==> config.mk <==
export PLATFORM = sky130hd
export DESIGN_NAME = line_buf_ctrl_flat
export DESIGN_NICKNAME = d
export VERILOG_FILES = /design/src/rtl/line_buf_ctrl_if.sv /design/src/rtl/line_buf_ctrl.sv /design/src/flat_wrapper.sv
export SDC_FILE = /design/constraint.sdc
export NUM_CORES = 1
export LEC_CHECK = 0
export BUFFER_PORTS_ARGS = -buffer_cell sky130_fd_sc_hd__buf_2
export CORE_MARGIN = 2
export CORE_UTILIZATION = 50
export CTS_CLUSTER_SIZE = 40
export DETAILED_ROUTE_END_ITERATION = 7
export PLACE_DENSITY = 0.85
export SYNTH_ARGS = -nofsm -noshare
export SYNTH_HDL_FRONTEND = slang
export SYNTH_SLANG_ARGS = --single-unit
==> constraint.sdc <==
create_clock -name clk -period 2.4 [get_ports clk]
set_input_delay 0.12 -clock clk [delete_from_list [all_inputs] [get_ports clk]]
set_output_delay 0.12 -clock clk [all_outputs]
set_load 0.01 [all_outputs]
==> src/rtl/line_buf_ctrl_if.sv <==
// line_buf_ctrl_if: video timing inputs and line-RAM control outputs of the
// line shift buffer sequencer, bundled for connection to line_buf_ctrl.
interface line_buf_ctrl_if #(
  parameter int AW = 10,
  parameter int RW = 11
);
  logic          vs;
  logic          hs;
  logic          de;
  logic [AW-1:0] ram_rd_addr;
  logic [AW-1:0] ram_wr_addr;
  logic          ram0_wr_en;
  logic          ram1_wr_en;
  logic [AW-1:0] col_cnt;
  logic [RW-1:0] row_cnt;
  logic          win_valid;
  logic          border;
  logic          ovf;
  logic [AW-1:0] line_width;
  logic          width_err;

  // Video source / observer side
  modport master (
    output vs, hs, de,
    input  ram_rd_addr, ram_wr_addr, ram0_wr_en, ram1_wr_en, col_cnt, row_cnt,
    input  win_valid, border, ovf, line_width, width_err
  );

  // Sequencer side
  modport slave (
    input  vs, hs, de,
    output ram_rd_addr, ram_wr_addr, ram0_wr_en, ram1_wr_en, col_cnt, row_cnt,
    output win_valid, border, ovf, line_width, width_err
  );
endinterface

==> src/rtl/line_buf_ctrl.sv <==
// line_buf_ctrl: sequencer for the two-RAM 3-row line shift buffer.
// Produces RAM read/write addresses and write enables, tracks column/row
// position in the frame and flags complete 3x3 windows.
// Optional line statistics (line_width / width_err) are built only when the
// macro LINE_BUF_STAT_EN is defined; otherwise those outputs are tied to 0.
module line_buf_ctrl #(
  parameter int AW   = 10,
  parameter int RW   = 11,
  parameter int PIPE = 2
) (
  input  logic           clk,
  input  logic           rst_n,
  line_buf_ctrl_if.slave bus
);

  typedef enum logic [1:0] {
    ST_IDLE = 2'd0,
    ST_FILL = 2'd1,
    ST_RUN  = 2'd2
  } state_t;

  localparam logic [AW-1:0] ADDR_MAX  = {AW{1'b1}};
  localparam logic [AW-1:0] ADDR_ONE  = AW'(1);
  localparam logic [AW-1:0] COL_FULL  = AW'(2);
  localparam logic [RW-1:0] ROW_MAX   = {RW{1'b1}};
  localparam logic [RW-1:0] ROW_ONE   = RW'(1);
  localparam logic [RW-1:0] ROW_READY = RW'(2);

  state_t                  state_q, state_d;
  logic                    vs_q, vs_d;
  logic                    hs_q, hs_d;
  logic                    abort_q, abort_d;
  logic                    seen_q, seen_d;
  logic                    sat_q, sat_d;
  logic                    ovf_q, ovf_d;
  logic [AW-1:0]           rd_addr_q, rd_addr_d;
  logic [RW-1:0]           row_cnt_q, row_cnt_d;
  logic [AW-1:0]           col_q, col_d;
  logic [PIPE-1:0]         we_pipe_q, we_pipe_d;
  logic [PIPE-1:0][AW-1:0] wa_pipe_q, wa_pipe_d;

  logic vs_rise_s, hs_fall_s, pix_s, active_s;
  logic wr_en_s, win_s, border_s;

  assign vs_d      = bus.vs;
  assign hs_d      = bus.hs;
  assign vs_rise_s = bus.vs & ~vs_q;
  assign hs_fall_s = hs_q & ~bus.hs;
  assign active_s  = (state_q != ST_IDLE);
  // A pixel counts only inside hs, outside an aborted line, and not on the frame-start cycle.
  assign pix_s     = bus.hs & bus.de & ~abort_q & ~vs_rise_s;

  // State register
  always_ff @(posedge clk or negedge rst_n) begin
    if (!rst_n) begin
      state_q <= ST_IDLE;
    end else begin
      state_q <= state_d;
    end
  end

  // Next state: frame start always restarts filling; RUN once two rows are stored
  always_comb begin
    state_d = state_q;
    case (state_q)
      ST_IDLE: state_d = vs_rise_s ? ST_FILL : ST_IDLE;
      ST_FILL: begin
        if (vs_rise_s) begin
          state_d = ST_FILL;
        end else if (row_cnt_q >= ROW_READY) begin
          state_d = ST_RUN;
        end else begin
          state_d = ST_FILL;
        end
      end
      ST_RUN:  state_d = vs_rise_s ? ST_FILL : ST_RUN;
      default: state_d = ST_IDLE;
    endcase
  end

  // Outputs: write enable gated outside a frame, column aligned to the write, window flags
  always_comb begin
    wr_en_s  = we_pipe_q[PIPE-1] & active_s;
    col_d    = wr_en_s ? wa_pipe_q[PIPE-1] : col_q;
    win_s    = wr_en_s & (state_q == ST_RUN) & (col_d >= COL_FULL);
    border_s = wr_en_s & ((col_d == '0) | (row_cnt_q < ROW_READY));
  end

  // Line position: read address with saturation, overflow, row count, aborted-line tracking
  always_comb begin
    rd_addr_d = rd_addr_q;
    sat_d     = sat_q;
    seen_d    = seen_q;
    ovf_d     = ovf_q;
    row_cnt_d = row_cnt_q;
    abort_d   = abort_q;
    if (vs_rise_s) begin
      // Frame start wins over any row increment on the same cycle.
      rd_addr_d = '0;
      sat_d     = 1'b0;
      seen_d    = 1'b0;
      ovf_d     = 1'b0;
      row_cnt_d = '0;
      abort_d   = bus.hs;
    end else begin
      if (!bus.hs) begin
        rd_addr_d = '0;
        sat_d     = 1'b0;
        seen_d    = 1'b0;
        abort_d   = 1'b0;
      end else if (pix_s) begin
        seen_d = 1'b1;
        if (rd_addr_q == ADDR_MAX) begin
          // First pixel at the last address is legal; any further one overflows.
          sat_d = 1'b1;
          ovf_d = ovf_q | (sat_q & active_s);
        end else begin
          rd_addr_d = rd_addr_q + ADDR_ONE;
        end
      end else begin
        rd_addr_d = rd_addr_q;
      end
      if (hs_fall_s && seen_q && active_s && (row_cnt_q != ROW_MAX)) begin
        row_cnt_d = row_cnt_q + ROW_ONE;
      end else begin
        row_cnt_d = row_cnt_q;
      end
    end
  end

  // Write delay line: the write of a pixel follows its read by PIPE cycles
  always_comb begin
    we_pipe_d    = we_pipe_q;
    wa_pipe_d    = wa_pipe_q;
    we_pipe_d[0] = pix_s;
    wa_pipe_d[0] = rd_addr_q;
    for (int i = 1; i < PIPE; i++) begin
      we_pipe_d[i] = we_pipe_q[i-1];
      wa_pipe_d[i] = wa_pipe_q[i-1];
    end
  end

  // Datapath registers
  always_ff @(posedge clk or negedge rst_n) begin
    if (!rst_n) begin
      vs_q      <= 1'b0;
      hs_q      <= 1'b0;
      abort_q   <= 1'b0;
      seen_q    <= 1'b0;
      sat_q     <= 1'b0;
      ovf_q     <= 1'b0;
      rd_addr_q <= '0;
      row_cnt_q <= '0;
      col_q     <= '0;
      we_pipe_q <= '0;
      wa_pipe_q <= '0;
    end else begin
      vs_q      <= vs_d;
      hs_q      <= hs_d;
      abort_q   <= abort_d;
      seen_q    <= seen_d;
      sat_q     <= sat_d;
      ovf_q     <= ovf_d;
      rd_addr_q <= rd_addr_d;
      row_cnt_q <= row_cnt_d;
      col_q     <= col_d;
      we_pipe_q <= we_pipe_d;
      wa_pipe_q <= wa_pipe_d;
    end
  end

  assign bus.ram_rd_addr = rd_addr_q;
  assign bus.ram_wr_addr = wa_pipe_q[PIPE-1];
  assign bus.ram0_wr_en  = wr_en_s;
  assign bus.ram1_wr_en  = wr_en_s;
  assign bus.col_cnt     = col_d;
  assign bus.row_cnt     = row_cnt_q;
  assign bus.win_valid   = win_s;
  assign bus.border      = border_s;
  assign bus.ovf         = ovf_q;

`ifdef LINE_BUF_STAT_EN
  logic [AW-1:0] px_cnt_q, px_cnt_d;
  logic [AW-1:0] line_width_q, line_width_d;
  logic          width_err_q, width_err_d;

  // Line statistics: saturating pixel count, width latched at line end, width change flag
  always_comb begin
    px_cnt_d     = px_cnt_q;
    line_width_d = line_width_q;
    width_err_d  = width_err_q;
    if (!bus.hs || vs_rise_s) begin
      px_cnt_d = '0;
    end else if (pix_s && (px_cnt_q != ADDR_MAX)) begin
      px_cnt_d = px_cnt_q + ADDR_ONE;
    end else begin
      px_cnt_d = px_cnt_q;
    end
    if (hs_fall_s && seen_q && active_s) begin
      line_width_d = px_cnt_q;
      if ((row_cnt_q != '0) && (px_cnt_q != line_width_q)) begin
        width_err_d = 1'b1;
      end else begin
        width_err_d = width_err_q;
      end
    end else begin
      line_width_d = line_width_q;
    end
    if (vs_rise_s) begin
      width_err_d = 1'b0;
    end else begin
      width_err_d = width_err_d;
    end
  end

  // Statistics registers
  always_ff @(posedge clk or negedge rst_n) begin
    if (!rst_n) begin
      px_cnt_q     <= '0;
      line_width_q <= '0;
      width_err_q  <= 1'b0;
    end else begin
      px_cnt_q     <= px_cnt_d;
      line_width_q <= line_width_d;
      width_err_q  <= width_err_d;
    end
  end

  assign bus.line_width = line_width_q;
  assign bus.width_err  = width_err_q;
`else
  assign bus.line_width = '0;
  assign bus.width_err  = 1'b0;
`endif

endmodule

==> src/flat_wrapper.sv <==
// flat-port wrapper written by rule: the top's interface ports become plain ports
module line_buf_ctrl_flat 
#(
  parameter int AW   = 10,
  parameter int RW   = 11,
  parameter int PIPE = 2
)
  (clk, rst_n, bus_vs, bus_hs, bus_de, bus_ram_rd_addr, bus_ram_wr_addr, bus_ram0_wr_en, bus_ram1_wr_en, bus_col_cnt, bus_row_cnt, bus_win_valid, bus_border, bus_ovf, bus_line_width, bus_width_err);
  line_buf_ctrl_if #(.AW(AW), .RW(RW)) bus_i ();
  input  logic clk;
  input  logic rst_n;
  input wire logic [$bits(bus_i.vs)-1:0] bus_vs;
  input wire logic [$bits(bus_i.hs)-1:0] bus_hs;
  input wire logic [$bits(bus_i.de)-1:0] bus_de;
  output wire logic [$bits(bus_i.ram_rd_addr)-1:0] bus_ram_rd_addr;
  output wire logic [$bits(bus_i.ram_wr_addr)-1:0] bus_ram_wr_addr;
  output wire logic [$bits(bus_i.ram0_wr_en)-1:0] bus_ram0_wr_en;
  output wire logic [$bits(bus_i.ram1_wr_en)-1:0] bus_ram1_wr_en;
  output wire logic [$bits(bus_i.col_cnt)-1:0] bus_col_cnt;
  output wire logic [$bits(bus_i.row_cnt)-1:0] bus_row_cnt;
  output wire logic [$bits(bus_i.win_valid)-1:0] bus_win_valid;
  output wire logic [$bits(bus_i.border)-1:0] bus_border;
  output wire logic [$bits(bus_i.ovf)-1:0] bus_ovf;
  output wire logic [$bits(bus_i.line_width)-1:0] bus_line_width;
  output wire logic [$bits(bus_i.width_err)-1:0] bus_width_err;
  assign bus_i.vs = bus_vs;
  assign bus_i.hs = bus_hs;
  assign bus_i.de = bus_de;
  assign bus_ram_rd_addr = bus_i.ram_rd_addr;
  assign bus_ram_wr_addr = bus_i.ram_wr_addr;
  assign bus_ram0_wr_en = bus_i.ram0_wr_en;
  assign bus_ram1_wr_en = bus_i.ram1_wr_en;
  assign bus_col_cnt = bus_i.col_cnt;
  assign bus_row_cnt = bus_i.row_cnt;
  assign bus_win_valid = bus_i.win_valid;
  assign bus_border = bus_i.border;
  assign bus_ovf = bus_i.ovf;
  assign bus_line_width = bus_i.line_width;
  assign bus_width_err = bus_i.width_err;
  line_buf_ctrl #(.AW(AW), .RW(RW), .PIPE(PIPE)) u_core (.clk(clk), .rst_n(rst_n), .bus(bus_i));
endmodule
======== Yosys cells after proc, flatten, opt, wreduce, memory -nomap -nowiden ========
Cells that the tools add are included.
cells by class
  multiplexer cells ....................... 25
  reductions and logical operators ........ 13
  bitwise logic cells ..................... 16
  add/subtract/negate cells ............... 2
  order comparisons ....................... 3
  equal/unequal tests ..................... 8
operator list
  kind                                                                            number
  10-bit two-way mux                                                              5
  11-bit two-way mux                                                              2
  1-bit two-way mux                                                               14
  11-bit by 1-bit adder with 11-bit output (second input constant)                1
  11-bit by 2-bit >= comparator with 1-bit output (second input constant)         1
  11-bit by 2-bit less-than comparator with 1-bit output (second input constant)  1
  11-bit != test (second input constant)                                          1
  10-bit by 1-bit adder with 10-bit output (second input constant)                1
  1-bit AND                                                                       10
  10-bit == test (second input constant)                                          1
  10-bit by 2-bit >= comparator with 1-bit output (second input constant)         1
  10-bit zero test                                                                1
  2-bit nonzero test                                                              5
  2-bit two-way mux                                                               3
  3-bit by 1-bit != test with 1-bit output (second input constant)                2
  2-bit case mux with 3 select lines                                              1
  1-bit inverter                                                                  4
  2-bit AND reduction                                                             2
  1-bit logical AND                                                               3
  3-bit by 2-bit != test with 1-bit output (second input constant)                1
  3-bit AND reduction                                                             1
  2-bit by 1-bit == test with 1-bit output (second input constant)                1
  2-bit == test (second input constant)                                           1
  2-bit zero test                                                                 1
  2 further kinds                                                                 3
storage, ports and cells
  bits in registers ....................... 61
  output and inout port bits .............. 57
  word-level logic and storage cells ...... 80
  bits of input ports ..................... 5

======== Logic depth before layout (Yosys ltp) ========
  word-level depth ........................ 7
  mapped depth ............................ 7
  mapped depth without buffers ............ 5

======== Least setup slack after synthesis ========
OpenSTA, ideal clock, no wires.
  path kind ............................... reg2reg
  start ................................... register u_core.row_cnt_q[0], in the netlist u_core.bus.row_cnt[0]
  end ..................................... register u_core.row_cnt_q[5], in the netlist u_core.bus.row_cnt[5]
  path buffers ............................ 1
  required time ........................... 2.322 ns
  stages on the path, launching flop included .. 7
  arrival ................................. 1.784 ns
  setup slack ............................. 0.538 ns
  period minus slack after synthesis ...... 1.862 ns
  path through ............................ dfrtp_1 -> ha_1 -> and3_1 -> and4_4 -> buf_6 -> or4_1 -> a21oi_1
between the ends
  cells in the longest elaborated chain, start to end .. 3
  elaborated cells between the ends (all ways) .. 6
  classes of those cells .................. add/sub: 1; eq/ne: 1; mux: 2; reduce/logical: 2
RTL lines
  what                                                                        RTL line                                    source
  from (decl)                                                                 line_buf_ctrl.sv:37                         logic [RW-1:0] row_cnt_q, row_cnt_d;
  from (signal assigned)                                                      line_buf_ctrl.sv:165                        row_cnt_q <= row_cnt_d;
  11-bit by 1-bit adder with 11-bit output or 11-bit != test (tied branches)  line_buf_ctrl.sv:124, line_buf_ctrl.sv:123
  11-bit two-way mux or 1-bit logical AND (tied branches)                     line_buf_ctrl.sv:123                        if (hs_fall_s && seen_q && active_s && (row_cnt_q != ROW_MAX)) begin
  11-bit two-way mux or 2-bit nonzero test (tied branches)                    n/a
Several ways; a longest one is shown, not always the timed one. The select of a mux whose other input is x is not followed.
A chain may end at the register's enable or synchronous reset.

======== Worst setup path after layout ========
  start ................................... register u_core.rd_addr_q[0], in the netlist u_core.bus.ram_rd_addr[0]
  end ..................................... register u_core.rd_addr_q[9], in the netlist u_core.bus.ram_rd_addr[9]
between the ends
  cells in the longest elaborated chain, start to end .. 5
  elaborated cells between the ends (all ways) .. 8
  classes of those cells .................. add/sub: 1; eq/ne: 2; mux: 4; reduce/logical: 1
RTL lines
  what                                      RTL line              source
  from (decl)                               line_buf_ctrl.sv:36   logic [AW-1:0] rd_addr_q, rd_addr_d;
  from (signal assigned)                    line_buf_ctrl.sv:164  rd_addr_q <= rd_addr_d;
  10-bit by 1-bit adder with 10-bit output  line_buf_ctrl.sv:118  rd_addr_d = rd_addr_q + ADDR_ONE;
  10-bit two-way mux                        line_buf_ctrl.sv:113  if (rd_addr_q == ADDR_MAX) begin
  10-bit two-way mux                        line_buf_ctrl.sv:111  end else if (pix_s) begin
  10-bit two-way mux                        line_buf_ctrl.sv:106  if (!bus.hs) begin
  10-bit two-way mux                        line_buf_ctrl.sv:97   if (vs_rise_s) begin
Several ways; a longest one is shown, not always the timed one. The select of a mux whose other input is x is not followed.

==> flow_metrics.env <==
export IMPL_outcome="finished clean"
export IMPL_grt_pass1_wl_um=9110
export IMPL_grt_start_max_net_pins=34
export IMPL_htree_levels=3
export IMPL_clockPowerShare=0.428
export IMPL_fillers=427
export IMPL_leakage_uw=0.00155
export IMPL_rsz0062_at_grt="no"
export IMPL_seqPwrFrac=0.499
export IMPL_synth_seq_cells=61
export IMPL_rows=26
export IMPL_synthCells=240
export IMPL_hold_viol_final=0
export IMPL_die_width_um=77.2
export IMPL_crit_arrival_ns=2.21
export IMPL_cts_tree="built"
export IMPL_clockRootBuffer="clkbuf_8"
export IMPL_slew_headroom=0.470
export IMPL_skew_ns=0.00664
export IMPL_fin_crit_sh=0.814
export IMPL_path_clk_slew_ns=0.07
export IMPL_setup_tns_final_ns=0
export IMPL_fmax_mhz=512
export IMPL_place_ws_ns=0.479
export IMPL_die_area_sq_um=5960
export IMPL_cts_num_sinks=61
export IMPL_postSynthAreaPerCell_sq_um=11.2
export IMPL_drtIter0Drc=207
export IMPL_gp_congestion=0.848
export IMPL_critical_path_required_ns=2.66
export IMPL_vias_per_cell=5.53
export IMPL_fin_hold_ws_ns=0.179
export IMPL_chipHeight_um=77.2
export IMPL_grt_antenna_before_repair=0
export IMPL_async_flop_share=1.00
export IMPL_diodes=0
export IMPL_synth_cell_types=40
export IMPL_grt_pass1_vias=1930
export IMPL_first_pass_iters=4
export IMPL_track_usage=0.196
export IMPL_synth_area_sq_um=2680
export IMPL_critPathLaunchType="flop"
export IMPL_crit_path_end_kind="flop"
export IMPL_setup_ws_ns=0.446
export IMPL_numCtsBuffers=9
export IMPL_post_drt_wl_per_cell_um=14.9
export IMPL_power_frac_comb=0.073
export IMPL_hold_path_class="input pin to flop"
export IMPL_worstMarginPinSlew_ns=0.789
export IMPL_yosysWarningCount=0
export IMPL_finalNetCount=296
export IMPL_ys_flop_type="dfrtp_1"
export IMPL_p_switching_uw=546
export IMPL_core_area_sq_um=5140
export IMPL_maxCapViolCount=0
export IMPL_slew_violations=0
export IMPL_p_per_area_nw_per_um2=700
export IMPL_grt_overflow_total=0
export IMPL_port_buffers=50
export IMPL_ys_seq_area_frac=0.570
export IMPL_synth_edf_count=0
export IMPL_clk_latency_ns=0.34
export IMPL_drive_gt1_frac=0.294
export IMPL_switching_share=0.251
export IMPL_antenna_left=0
export IMPL_setup_viol=0
export IMPL_internal_power_uw=1630
export IMPL_crit_type="flop to flop"
export IMPL_cts_resized=0
export IMPL_vias=2006
export IMPL_path_max_fanout=13
export IMPL_start_util=0.521
export IMPL_routed_wl_um=5410
export IMPL_vdd_drop_max_v=0.000303
export IMPL_fin_crit_ns=1.95
export IMPL_hpwl_um=3720
export IMPL_syn_to_final_growth_pct=16.2
export IMPL_io_pins=62
export IMPL_route_detailed_drc=0
export IMPL_cts_buffer_depth=2
[area by class of cell]
type,instances,area [sq um],area share
Clock buffer,10,138,0.0442
Sequential cell,61,1530,0.490
Tap cell,70,87.6,0.0281
Inverter,9,33.8,0.0109
Timing Repair Buffer,58,318,0.102
Multi-Input combinational cell,149,940,0.302
Clock inverter,6,70.1,0.0225
[critical path, stage by stage (launching register included)]
cell and delay [ns]:
dfrtp_1 0.44, ha_1 0.23, nand3_1 0.22, nor3_1 0.10
buf_4 0.18, or4_1 0.51, a21oi_1 0.18
[what timing repair did]
item                                   CTS  global route
hold buffers                             3             0
setup buffers                            0             0
endpoints found under the hold margin   33             0
[cell usage after synthesis, types with 5 or more instances]
| cell | count | area [sq um] |
|---|---|---|
| o21ai_0 | 6 | 30.0 |
| nor4_1 | 5 | 31.3 |
| o31ai_1 | 12 | 90.1 |
| nor2_1 | 17 | 63.8 |
| nand3_1 | 11 | 55.1 |
| mux2_2 | 10 | 113 |
| or4_1 | 11 | 82.6 |
| inv_1 | 9 | 33.8 |
| dfrtp_1 | 61 | 1530 |
| buf_4 | 22 | 165 |
| nand2_1 | 5 | 18.8 |
| a21oi_1 | 19 | 95.1 |
[final timing paths]
kind	from	to	slack, ns	cells past startpoint
setup reg to reg	u_core.bus.ram_rd_addr[0]$_DFFE_PN0P_	u_core.bus.ram_rd_addr[9]$_DFFE_PN0P_	0.45	6
hold reg to reg	u_core.wa_pipe_d[10]$_DFF_PN0_	u_core.bus.ram_wr_addr[0]$_DFF_PN0_	0.35	0
hold / removal	bus_de	u_core.seen_q$_DFFE_PN0P_	0.18	4
setup / recovery	u_core.bus.ram_rd_addr[0]$_DFFE_PN0P_	u_core.bus.ram_rd_addr[9]$_DFFE_PN0P_	0.45	6
max in group asynchronous	rst_n	u_core.bus.row_cnt[2]$_DFFE_PN0P_	1.36	3
min in group asynchronous	rst_n	u_core.wa_pipe_d[15]$_DFF_PN0_	0.35	2
[through the flow]
stage	area (sq um)	utilization	cells	total power [uW]
floorplan	2720	-	250	1210
global placement	2880	0.559	344	1260
detailed placement	2880	0.559	344	1260
CTS	3110	0.606	363	2200
global route	3110	0.606	363	2260
finish	3110	0.606	363	2180
[cell usage in the layout (no fill, tap or decap), types with 2 or more instances in the layout]
cell type,count
nand2b_1,3
or3_1,3
clkinvlp_4,3
dfrtp_1,61
o21a_1,2
nor2b_1,2
buf_2,50
o41ai_1,2
and3_1,3
nand4_1,4
nor2_1,17
or4_1,11
nor3_1,4
o31ai_1,12
or3b_2,2
conb_1,11
o21ai_0,6
buf_4,5
mux2_2,10
inv_6,2
nor4_1,5
inv_1,9
dlygate4sd3_1,3
nand3_1,11
and4_1,2
clkbuf_8,10
a21oi_1,19
nand2_1,5
ha_1,3
[registers in the layout, summed over array words and instances, names as in the netlist]
| name | count |
|---|---|
| u_core.bus.ram_wr_addr | 10 |
| u_core.abort_q | 1 |
| u_core.bus.ram_rd_addr | 10 |
| u_core.wa_pipe_d | 10 |
| u_core.bus.row_cnt | 11 |
| u_core.seen_q | 1 |
| u_core.hs_q | 1 |
| u_core.bus.ovf | 1 |
| u_core.we_pipe_q | 2 |
| u_core.sat_q | 1 |
| u_core.state_q | 2 |
| u_core.vs_q | 1 |
| u_core.col_q | 10 |
[per-layer routing]
metal / wire [um] / vias up / global-route usage
met2: 2640 / 84 / 0.310
met4: 142 / 0 / 0.0946
li1: - / 936 / -
met1: 2300 / 973 / 0.243
met5: 0 / - / 0
met3: 323 / 13 / 0.0624
[power by group through the flow]
stage	combinational [uW]	sequential (uW)	clock, uW
2_1_floorplan	107	1100	0
5_1_grt	181	1090	994
6_report	159	1090	934
4_1_cts	161	1090	948
3_5_place_dp	157	1110	0
3_3_place_gp	152	1100	0
[logic make-up (layout without fill, tap and decap cells)]
| group | after synthesis | in the layout | synth area share |
|---|---|---|---|
| muxes | 10 | 10 | 0.0420 |
| buffers and inverters | 40 | 83 | 0.0934 |
| AOI/OAI and AO/OA | 49 | 49 | 0.117 |
| and+or+nand+nor | 76 | 76 | 0.162 |
| adders and majority gates | 3 | 3 | 0.0140 |
| other | 1 | 11 | 0.00140 |
| DFF | 61 | 61 | 0.570 |
No activity file was read; power rests on OpenSTA's default activity.
